==> config.mk <==
export PLATFORM = sky130hd
export DESIGN_NAME = upload_frame_filter
export DESIGN_NICKNAME = d
export VERILOG_FILES = /design/src/rtl/upload_frame_filter.sv
export SDC_FILE = /design/constraint.sdc
export NUM_CORES = 1
export LEC_CHECK = 0
export ABC_AREA = 1
export ABC_CLOCK_PERIOD_IN_PS = 2400
export CAP_MARGIN = 20
export CORE_ASPECT_RATIO = 0.9
export CORE_MARGIN = 2
export CORE_UTILIZATION = 40
export CTS_BUF_LIST = sky130_fd_sc_hd__clkbuf_4 sky130_fd_sc_hd__clkbuf_8
export DETAILED_ROUTE_END_ITERATION = 12
export PLACE_DENSITY = 0.58
export SYNTH_ARGS = -nofsm -noshare
export SYNTH_HDL_FRONTEND = slang
export SYNTH_SLANG_ARGS = --single-unit
==> constraint.sdc <==
create_clock -name clk -period 2.4 [get_ports clk]
set_input_delay 0.48 -clock clk [delete_from_list [all_inputs] [get_ports clk]]
set_output_delay 0.48 -clock clk [all_outputs]
set_load 0.05 [all_outputs]
==> src/rtl/upload_frame_filter.sv <==
// ---------------------------------------------------------------------------
// upload_frame_filter
//
// Store-and-forward validator sitting between the upload arbiter and the USB
// upload processor. Incoming frames have the layout
//     HDR_H | HDR_L | src | lenH | lenL | payload[len] | csum
// where csum is the XOR of src, lenH, lenL and every payload byte. A whole
// frame is buffered and only replayed downstream once its checksum matches.
// Frames with a bad checksum, an oversize length, or whose request drops
// mid-frame are discarded and counted.
//
// Ports
//   clk, rst        system clock, synchronous active-high reset
//   in_req          upstream request, high for the whole frame
//   in_data         incoming frame byte
//   in_source       sideband source tag (informational only)
//   in_valid        incoming byte valid
//   in_ready        byte accepted when in_valid & in_ready
//   out_valid       outgoing byte valid
//   out_data        outgoing byte (full frame incl. header and checksum)
//   out_last        high with the checksum byte
//   out_ready       downstream ready
//   frame_ok_cnt    frames forwarded (saturating)
//   frame_err_cnt   frames dropped (saturating)
//   err_pulse       one-cycle pulse per dropped frame
// ---------------------------------------------------------------------------
module upload_frame_filter #(
    parameter logic [7:0] HDR_H       = 8'hAA,
    parameter logic [7:0] HDR_L       = 8'h44,
    parameter int         MAX_PAYLOAD = 64
) (
    input  logic        clk,
    input  logic        rst,
    input  logic        in_req,
    input  logic [7:0]  in_data,
    input  logic [7:0]  in_source,
    input  logic        in_valid,
    output logic        in_ready,
    output logic        out_valid,
    output logic [7:0]  out_data,
    output logic        out_last,
    input  logic        out_ready,
    output logic [15:0] frame_ok_cnt,
    output logic [15:0] frame_err_cnt,
    output logic        err_pulse
);

    localparam int          BUF_DEPTH = MAX_PAYLOAD + 6;
    localparam int          IDX_W     = $clog2(BUF_DEPTH);
    localparam logic [15:0] MAX_LEN   = 16'(MAX_PAYLOAD);

    typedef enum logic [2:0] {
        ST_HDR_H,
        ST_HDR_L,
        ST_SRC,
        ST_LEN_H,
        ST_LEN_L,
        ST_DATA,
        ST_CSUM,
        ST_SEND
    } state_t;

    state_t             state_reg, state_next;
    logic               in_ready_reg;
    logic [IDX_W-1:0]   wr_idx_reg, wr_idx_next;
    logic [IDX_W-1:0]   rd_idx_reg;
    logic [IDX_W-1:0]   last_idx_reg;
    logic [IDX_W-1:0]   remain_reg;
    logic [7:0]         len_h_reg;
    logic [7:0]         csum_reg;
    logic               out_valid_reg;
    logic [7:0]         out_data_reg;
    logic               out_last_reg;
    logic [15:0]        ok_cnt_reg;
    logic [15:0]        err_cnt_reg;
    logic               err_pulse_reg;

    logic [7:0]         buf_mem [0:BUF_DEPTH-1];

    logic               accept;
    logic               take;
    logic               in_frame;
    logic               abort;
    logic [15:0]        len_full;
    logic               send_done;
    logic               rd_en;
    logic               frame_err;

    // The source tag is carried for upstream bookkeeping only.
    logic               unused_source;
    assign unused_source = ^in_source;

    assign accept    = in_valid && in_ready_reg;
    assign in_frame  = (state_reg == ST_SRC)   || (state_reg == ST_LEN_H) ||
                       (state_reg == ST_LEN_L) || (state_reg == ST_DATA)  ||
                       (state_reg == ST_CSUM);
    // A dropped request wins over a byte offered in the same cycle.
    assign abort     = in_frame && !in_req;
    assign take      = accept && !abort;
    assign len_full  = {len_h_reg, in_data};
    assign send_done = (state_reg == ST_SEND) && out_valid_reg && out_ready && out_last_reg;
    // Fetch the next buffered byte when the output register is empty or is
    // being consumed this cycle (and the frame is not already finished).
    assign rd_en     = (state_reg == ST_SEND) &&
                       (!out_valid_reg || (out_ready && !out_last_reg));

    // ---------------- state register ----------------
    always_ff @(posedge clk) begin
        if (rst) begin
            state_reg <= ST_HDR_H;
        end else begin
            state_reg <= state_next;
        end
    end

    // ---------------- next-state logic ----------------
    always_comb begin
        state_next = state_reg;
        frame_err  = 1'b0;
        if (abort) begin
            state_next = ST_HDR_H;
            frame_err  = 1'b1;
        end else begin
            case (state_reg)
                ST_HDR_H: begin
                    if (accept && in_data == HDR_H) state_next = ST_HDR_L;
                end
                ST_HDR_L: begin
                    if (accept) begin
                        if (in_data == HDR_L)      state_next = ST_SRC;
                        else if (in_data == HDR_H) state_next = ST_HDR_L;
                        else                       state_next = ST_HDR_H;
                    end
                end
                ST_SRC: begin
                    if (accept) state_next = ST_LEN_H;
                end
                ST_LEN_H: begin
                    if (accept) state_next = ST_LEN_L;
                end
                ST_LEN_L: begin
                    if (accept) begin
                        if (len_full > MAX_LEN) begin
                            state_next = ST_HDR_H;
                            frame_err  = 1'b1;
                        end else if (len_full == 16'd0) begin
                            state_next = ST_CSUM;
                        end else begin
                            state_next = ST_DATA;
                        end
                    end
                end
                ST_DATA: begin
                    if (accept && remain_reg == IDX_W'(1)) state_next = ST_CSUM;
                end
                ST_CSUM: begin
                    if (accept) begin
                        if (in_data == csum_reg) begin
                            state_next = ST_SEND;
                        end else begin
                            state_next = ST_HDR_H;
                            frame_err  = 1'b1;
                        end
                    end
                end
                ST_SEND: begin
                    if (send_done) state_next = ST_HDR_H;
                end
                default: state_next = ST_HDR_H;
            endcase
        end
    end

    // Write pointer follows the state the byte leads into: a repeated HDR_H
    // while hunting for HDR_L rewinds to slot 1 so the header stays aligned.
    always_comb begin
        wr_idx_next = wr_idx_reg;
        if (accept || abort) begin
            case (state_next)
                ST_HDR_H, ST_SEND: wr_idx_next = '0;
                ST_HDR_L:          wr_idx_next = IDX_W'(1);
                default:           wr_idx_next = wr_idx_reg + IDX_W'(1);
            endcase
        end
    end

    // ---------------- frame buffer write port ----------------
    always_ff @(posedge clk) begin
        if (accept && state_reg != ST_SEND) begin
            buf_mem[wr_idx_reg] <= in_data;
        end
    end

    // ---------------- receive datapath ----------------
    always_ff @(posedge clk) begin
        if (rst) begin
            in_ready_reg <= 1'b0;
            wr_idx_reg   <= '0;
            last_idx_reg <= '0;
            remain_reg   <= '0;
            len_h_reg    <= 8'd0;
            csum_reg     <= 8'd0;
        end else begin
            in_ready_reg <= (state_next != ST_SEND);
            wr_idx_reg   <= wr_idx_next;
            if (take) begin
                case (state_reg)
                    ST_SRC: csum_reg <= in_data;
                    ST_LEN_H: begin
                        len_h_reg <= in_data;
                        csum_reg  <= csum_reg ^ in_data;
                    end
                    ST_LEN_L: begin
                        // Only meaningful when the length is in range; an
                        // oversize frame is dropped before these are used.
                        remain_reg   <= len_full[IDX_W-1:0];
                        last_idx_reg <= len_full[IDX_W-1:0] + IDX_W'(5);
                        csum_reg     <= csum_reg ^ in_data;
                    end
                    ST_DATA: begin
                        remain_reg <= remain_reg - IDX_W'(1);
                        csum_reg   <= csum_reg ^ in_data;
                    end
                    default: ;
                endcase
            end
        end
    end

    // ---------------- transmit datapath (registered buffer read) ----------------
    always_ff @(posedge clk) begin
        if (rst) begin
            rd_idx_reg    <= '0;
            out_valid_reg <= 1'b0;
            out_data_reg  <= 8'd0;
            out_last_reg  <= 1'b0;
        end else if (state_reg == ST_SEND) begin
            if (rd_en) begin
                out_data_reg  <= buf_mem[rd_idx_reg];
                out_valid_reg <= 1'b1;
                out_last_reg  <= (rd_idx_reg == last_idx_reg);
                rd_idx_reg    <= rd_idx_reg + IDX_W'(1);
            end else if (send_done) begin
                out_valid_reg <= 1'b0;
                out_last_reg  <= 1'b0;
            end
        end else begin
            rd_idx_reg    <= '0;
            out_valid_reg <= 1'b0;
            out_last_reg  <= 1'b0;
        end
    end

    // ---------------- statistics ----------------
    always_ff @(posedge clk) begin
        if (rst) begin
            ok_cnt_reg    <= 16'd0;
            err_cnt_reg   <= 16'd0;
            err_pulse_reg <= 1'b0;
        end else begin
            err_pulse_reg <= frame_err;
            if (send_done && ok_cnt_reg != 16'hFFFF) begin
                ok_cnt_reg <= ok_cnt_reg + 16'd1;
            end
            if (frame_err && err_cnt_reg != 16'hFFFF) begin
                err_cnt_reg <= err_cnt_reg + 16'd1;
            end
        end
    end

    assign in_ready      = in_ready_reg;
    assign out_valid     = out_valid_reg;
    assign out_data      = out_data_reg;
    assign out_last      = out_last_reg;
    assign frame_ok_cnt  = ok_cnt_reg;
    assign frame_err_cnt = err_cnt_reg;
    assign err_pulse     = err_pulse_reg;

endmodule

==> metrics.md, run 1 <==
| Metric | Value |
|---|---|
| Pins over their slew limit | 0 |
| Outcome | finished clean |
| Final nets | 2662 |
| Total grt overflow | 0 |
| Via count | 19400 |
| CP bufs+invs | 2 |
| Crit. End Element | flip-flop |
| RSZ-0062 raised after global routing | false |
| Initial antenna violation count | 3 |
| # DRC | 0 |
| Clock-pin transition on the worst setup and hold timing paths | 70 ps |
| Top reg by flops | buf_mem |
| Largest area contributor in the netlist | edfxtp_1 |
| Clock tree from TritonCTS | built |
| Fmax | 0.426 GHz |
| Register area share after synthesis | 68.9% |
| Detail Route Antenna Nets | 0 |
| Critical Path RT | 3020 ps |
| Worst VDD drop | 0.000447 V |
| Synth top cells by count | edfxtp_1, nor2_1, o21ai_0 |
| H-tree levels | 3 |
| CP cell instances | buf_12 -> buf_12 -> o21ai_0 -> o221ai_1 -> nand3_1 -> nand2_1 -> nand3_1 -> nand3_1 -> nand2_1 -> a21oi_1 |
| Clk Latency, worst-skew pair | 710 ps |
| Post-synth ARST share | 0% |
| Core Area | 67000 sq um |
| Die Width | 278 um |
| Most common cell in the netlist | edfxtp_1 |
| Final instance area | 31700 sq um |
| Critical path type | reg2reg |
| Worst path max stage delay | 480 ps |
| I/O pin cnt | 65 |
| Main synth FF type | edfxtp_1 |
| CTS Sinks | 651 |
| Crit path max-delay family | simple AND/OR/NAND/NOR gates |
| Initial core utilization | 40.3% |
| Root buf cell | clkbuf_8 |
| # fillers | 6106 |
| Routed WL | 73.2 mm |
| Gate count of the mapped netlist | 2417 |
| Post-Syn Area per Cell | 11.2 sq um |
| CP arrival | 2970 ps |
| Vias in the first global route | 18900 |
| Synthesized area | 27000 sq um |
| First-pass GRT wire length | 111 mm |
| Clock Tree Buf Depth | 3 |
| Crit-path most repeated cell | nand3_1 |
| Hold_ws | 158 ps |
| Largest net degree at the start of global routing | 71 |
| Pwr Density | 697 nW/um^2 |
| Placement Cell Area | 29700 sq um |
| Final period util | 97.7% |
| Max transition margin | 41.8% |
| Max-cap violations | 0 |
| GPL Wtd Cong | 0.874 |
| Die height | 251 um |
| Slew @ Worst Pin | 873 ps |
| Port Buf Inserts | 56 |
| Hold_buf cts | 0 |
| Layout cells sized above 1 | 15.1% |
| Worst-path maximum fanout | 32 |
| WL/cell | 20.4 um |
| Largest register FFs | 560 |
| Final Hold Viols | 0 |
| Leakage | 11.2 nW |
| Skew final | 33.6 ps |
| Synthesis-stage register bit count | 651 |
| Final setup fails | 0 |
| Slowest CP cell | dfxtp_4 |
| Design Power | 22.1 mW |
| Die Area | 69700 sq um |
| CTS buffer count | 106 |
| CP Launch Type | flip-flop |
| Post-route minimum period | 2340 ps |
| Synth-to-layout area growth | 17.4% |
| Num rows | 90 |
| EDFF count, synth | 560 |
| Hold crit path type | in2reg |
| Number of vias per cell | 5.40 |
| Synth top area share | 62.2% |
| Top cells by area, synth | edfxtp_1, dfxtp_1, nor2_1 |
| Violation count after the first detailed-route iteration | 1829 |
| Detail Placement HPWL | 46.1 mm |
| Synthesis warning total | 0 |
| Yosys cell types | 47 |
| Pre-antenna DRT Iters | 6 |
| Tot GR Track Use | 20.8% |
| Syn_nets | 2447 |
[through the flow]
stage / cells / utilization, % / TNS [ps] / setup WS [ps]
2_1_floorplan: 2417 / - / 0 / 21.1
4_1_cts: 3590 / 47.3 / 0 / 1.18
3_3_place_gp: 3397 / 44.3 / -383 / -50.8
6_report: 3592 / 47.4 / 0 / 55.0
5_1_grt: 3591 / 47.4 / 0 / 2.57
3_5_place_dp: 3397 / 44.3 / -837 / -102
[repair_timing]
action | CTS | global route
pin swaps | 0 | 0
buffers inserted | 0 | 1
endpoints found under the setup margin | 36 | 12
resized for setup | 36 | 13
[cells in the final DEF (no fill, tap or decap), types with 4 or more instances in the layout]
cell type        count
a211oi_1            10
a21oi_1             91
a311oi_1             7
a31oi_1             16
buf_12              21
buf_2                8
buf_4              160
clkbuf_4            40
clkbuf_8           109
clkdlybuf4s50_1      5
clkinv_1            26
clkinv_2            14
dfxtp_1             88
dlygate4sd2_1       36
dlymetal6s2s_1       6
edfxtp_1           560
ha_1                 9
inv_1               70
inv_2               20
nand2_1            255
nand3_1            113
nand4_1             22
nor2_1             480
nor2_2               4
nor3_1              24
o211ai_1            51
o21ai_0            271
o21ai_1             60
o221ai_1            15
o22ai_1             65
xnor2_1              7
xor2_1              13
[tightest hold or removal path: cells and delay by family]
kind,cells,cell delay (ps)
buffers and inverters,1,170
AOI/OAI and AO/OA,1,70
and+or+nand+nor,1,90
[cell families (layout without fill, tap and decap cells)]
family	Yosys count	count (layout)	share of synthesized area, %
buf+inv	226	526	3.61
compound gates	595	595	12.4
xor+xnor	20	20	0.648
flops	651	651	68.9
simple gates	916	916	13.9
other cells	0	1	0
fa+ha+maj	9	9	0.417
[power by group]
group          total (mW)  internal [mW]  switching [mW]
combinational       0.442         0.0904           0.352
clock                9.39           5.04            4.35
sequential           12.3           12.3         0.00435
[cell type report]
| class | instances | area [sq um] | area share, % |
|---|---|---|---|
| sequential | 651 | 18600 | 58.8 |
| multi-input combinational | 1540 | 7430 | 23.4 |
| timing repair buffer | 239 | 2140 | 6.73 |
| clock buffer | 149 | 1800 | 5.67 |
| tap | 874 | 1090 | 3.45 |
| inverter | 94 | 362 | 1.14 |
| clock inverter | 44 | 256 | 0.808 |
| antenna | 1 | 2.50 | 0.00789 |
[layer usage]
layer	part of all wire [%]	global-route usage, %
met5	0	0
met4	2.4	6.32
met3	7.6	4.66
met2	45	31.8
met1	45	29.7
[path summary, 6_finish.rpt]
check / slack, ps / startpoint / depth (start not counted) / to
max reg2reg: 60 / rd_idx_reg[0] / 10 / out_data[3]
max: 60 / rd_idx_reg[0] / 10 / out_data[3]
min reg2reg: 460 / remain_reg[4] / 2 / remain_reg[4]
min: 160 / in_data[2] / 3 / remain_reg[2]
No activity file was read; power rests on OpenSTA's default activity.
==> inputs of run 2 (changes only) <==
- RECOVER_POWER: unset -> 100
==> run 2 against run 1 <==
  * The run now ends with capacitance limit, slew limit left
  * Utilization shrank 0.13 points
  * Combinational power is 4% lower
  * Hold slack gained 16 ps
  * Critical endpoint unchanged
  * Largest cell class unchanged
  * Largest power group unchanged
==> metrics.md, run 2 (synthesis gave the netlist of run 1 again) <==
| Metric | Value |
|---|---|
| Die Width | 278 um (unchanged) |
| Worst R2R End | out_data[3] (unchanged) |
| Slew @ Worst Pin | 1720 ps (was 873 ps) |
| Leading cell type in the layout, fill and taps excluded | edfxtp_1 (unchanged) |
| FF-to-FF path depth | 10 (unchanged) |
| I/O pin cnt | 65 (unchanged) |
| Tot GR Track Use | 20.8% (unchanged) |
| Vias in the first global route | 18900 (unchanged) |
| Hold depth | 2 (was 3) |
| Initial core utilization | 40.3% (unchanged) |
| CP cell instances | buf_12 -> buf_12 -> o21ai_0 -> o221ai_1 -> nand3_1 -> nand2_1 -> nand3_1 -> nand3_1 -> nand2_1 -> a21oi_1 (unchanged) |
| Leakage | 11.1 nW (was 11.2 nW) |
| Failing checks | capacitance limit, slew limit |
| Register area | 18600 sq um (unchanged) |
| Detail Placement HPWL | 46.1 mm (unchanged) |
| CTS buffer count | 106 (unchanged) |
| Crit. End Element | flip-flop (unchanged) |
| Via count | 19400 (about the same) |
| First-pass GRT wire length | 111 mm (unchanged) |
| Largest net degree at the start of global routing | 71 (unchanged) |
| CP Launch Type | flip-flop (unchanged) |
| Number of vias per cell | 5.41 (was 5.40) |
| Pre-antenna DRT Iters | 6 (unchanged) |
| Violation count after the first detailed-route iteration | 1797 (was 1829) |
| Largest register FFs | 560 (unchanged) |
| WL/cell | 20.4 um (about the same) |
| DP Worst Slack | -102 ps (unchanged) |
| Port Buf Inserts | 56 (unchanged) |
| Max transition margin | -15.0% (was 41.8%) |
| CP bufs+invs | 2 (unchanged) |
| Slowest CP cell | dfxtp_4 (unchanged) |
| Pins over their slew limit | 176 (was 0) |
| Total grt overflow | 0 (unchanged) |
| Worst Hold End | out_data[5] (was remain_reg[2]) |
| CP arrival | 2950 ps (was 2970 ps) |
| Clock-pin transition on the worst setup and hold timing paths | 70 ps (about the same) |
| Outcome | complete, but fails checks (was finished clean) |
| Pwr Density | 699 nW/um^2 (was 697 nW/um^2) |
| Grt met3 use | 4.66% (unchanged) |
| H-tree levels | 3 (unchanged) |
| Die Area | 69700 sq um (unchanged) |
| Clk Latency, worst-skew pair | 710 ps (about the same) |
| Critical path type | reg2reg (unchanged) |
| Worst path max stage delay | 470 ps (was 480 ps) |
| Met1 usage | 29.7% (unchanged) |
| Top reg by flops | buf_mem (unchanged) |
| Clock tree from TritonCTS | built (unchanged) |
| RR Startpoint | rd_idx_reg[0] (unchanged) |
| Hold_buf cts | 0 (unchanged) |
| RSZ-0062 raised after global routing | false (unchanged) |
| Critical Path RT | 3020 ps (about the same) |
| Root buf cell | clkbuf_8 (unchanged) |
| M2 GR Usage | 31.8% (unchanged) |
| Core Area | 67000 sq um (unchanged) |
| Worst-path maximum fanout | 32 (unchanged) |
| Layout Utilization | 47.2% (was 47.4%) |
| # DRC | 0 (unchanged) |
| Layer with the highest usage | met2 (unchanged) |
| Max-cap violations | 4 (was 0) |
| Skew final | 31.5 ps (was 33.6 ps) |
| Initial antenna violation count | 4 (was 3) |
| Fmax | 0.429 GHz (was 0.426 GHz) |
| Crit-path most repeated cell | nand3_1 (unchanged) |
| Die height | 251 um (unchanged) |
| CTS Sinks | 651 (unchanged) |
| Final worst-path setup slack | 69.0 ps (was 55.0 ps) |
| Worst VDD drop | 0.000446 V (was 0.000447 V) |
| # fillers | 6124 (was 6106) |
| Final Hold Viols | 0 (unchanged) |
| Hold_sp | rst (was in_data[2]) |
| Hold crit path type | in2reg (unchanged) |
| Routed WL | 73.3 mm (was 73.2 mm) |
| Crit path max-delay family | simple AND/OR/NAND/NOR gates (unchanged) |
| Clock Tree Buf Depth | 3 (unchanged) |
| Final setup fails | 0 (unchanged) |
| Commonest non-fill, non-tap cells in the layout | edfxtp_1, nor2_1, o21ai_0 (unchanged) |
| Detail Route Antenna Nets | 0 (unchanged) |
| Post-route minimum period | 2330 ps (was 2340 ps) |
| Synth-to-layout area growth | 17.1% (was 17.4%) |
| GPL Wtd Cong | 0.874 (unchanged) |
| Final nets | 2662 (unchanged) |
| Final period util | 97.1% (was 97.7%) |
| Layout cells sized above 1 | 14.5% (was 15.1%) |
| Multi-input logic area | 7430 sq um (about the same) |
| R2r setup slk | 70 ps (was 60 ps) |
| Num rows | 90 (unchanged) |
[run 2: cell types whose count changed in the layout (fill, tap and decap cells not counted)]
cell      previous run  this run
clkbuf_1             0        14
inv_1               70        72
buf_2                8         2
o211ai_1            51        52
clkbuf_4            40        42
buf_12              21        19
buf_4              160       145
inv_2               20        18
clkbuf_2             0         7
o211ai_2             1         0
[run 2: stage by stage]
step	setup TNS (ps)	hold WS (ps)	instances	power (mW)	cell area, sq um
floorplan	0	439	2417	12.6	27000
global placement	-383	452	3397	13.0	29700
detailed placement	-837	454	3397	13.0	29700
CTS	0	116	3590	22.3	31700
global route	0	139	3591	22.8	31600
finish	0	175	3592	22.1	31600
[run 2: layout make-up]
cell class | count | area share, %
diodes | 1 | 0.00791
clock buffers | 149 | 5.69
clock inverters | 44 | 0.811
inverters | 94 | 1.14
multi-input cells | 1540 | 23.5
flip-flops and latches | 651 | 58.9
well taps | 874 | 3.46
repair buffers | 239 | 6.50
[run 2: layer usage]
metal	vias up	part of all wire (%)	wire, um
met5	-	0	0
met3	123	7.8	5740
met2	714	45	32700
li1	9153	-	-
met1	9447	45	33100
met4	0	2.4	1750
[run 2: report_power, final]
part / internal [mW] / switching [mW]
sequential: 12.3 / 0.00436
combinational: 0.0748 / 0.351
clock: 5.04 / 4.34
total: 17.4 / 4.70
[run 2: how the worst max path moves through the flow]
stage                             start             to  cells past startpoint
final                     rd_idx_reg[0]    out_data[3]                     10
after floorplan                in_ready  buf_mem[0][0]                      6
after CTS                   out_data[5]    out_data[5]                      1
after global routing      rd_idx_reg[0]    out_data[2]                     10
after detailed placement     in_data[1]  wr_idx_reg[2]                     14
after global placement       in_data[1]  wr_idx_reg[3]                     14
[run 2: repair_timing]
action / in CTS / in global routing
pin swaps: 0 / 0
hold endpoints to repair: 0 / 0
setup endpoints to repair: 36 / 12
gates resized for setup: 36 / 13
buffers inserted: 0 / 1
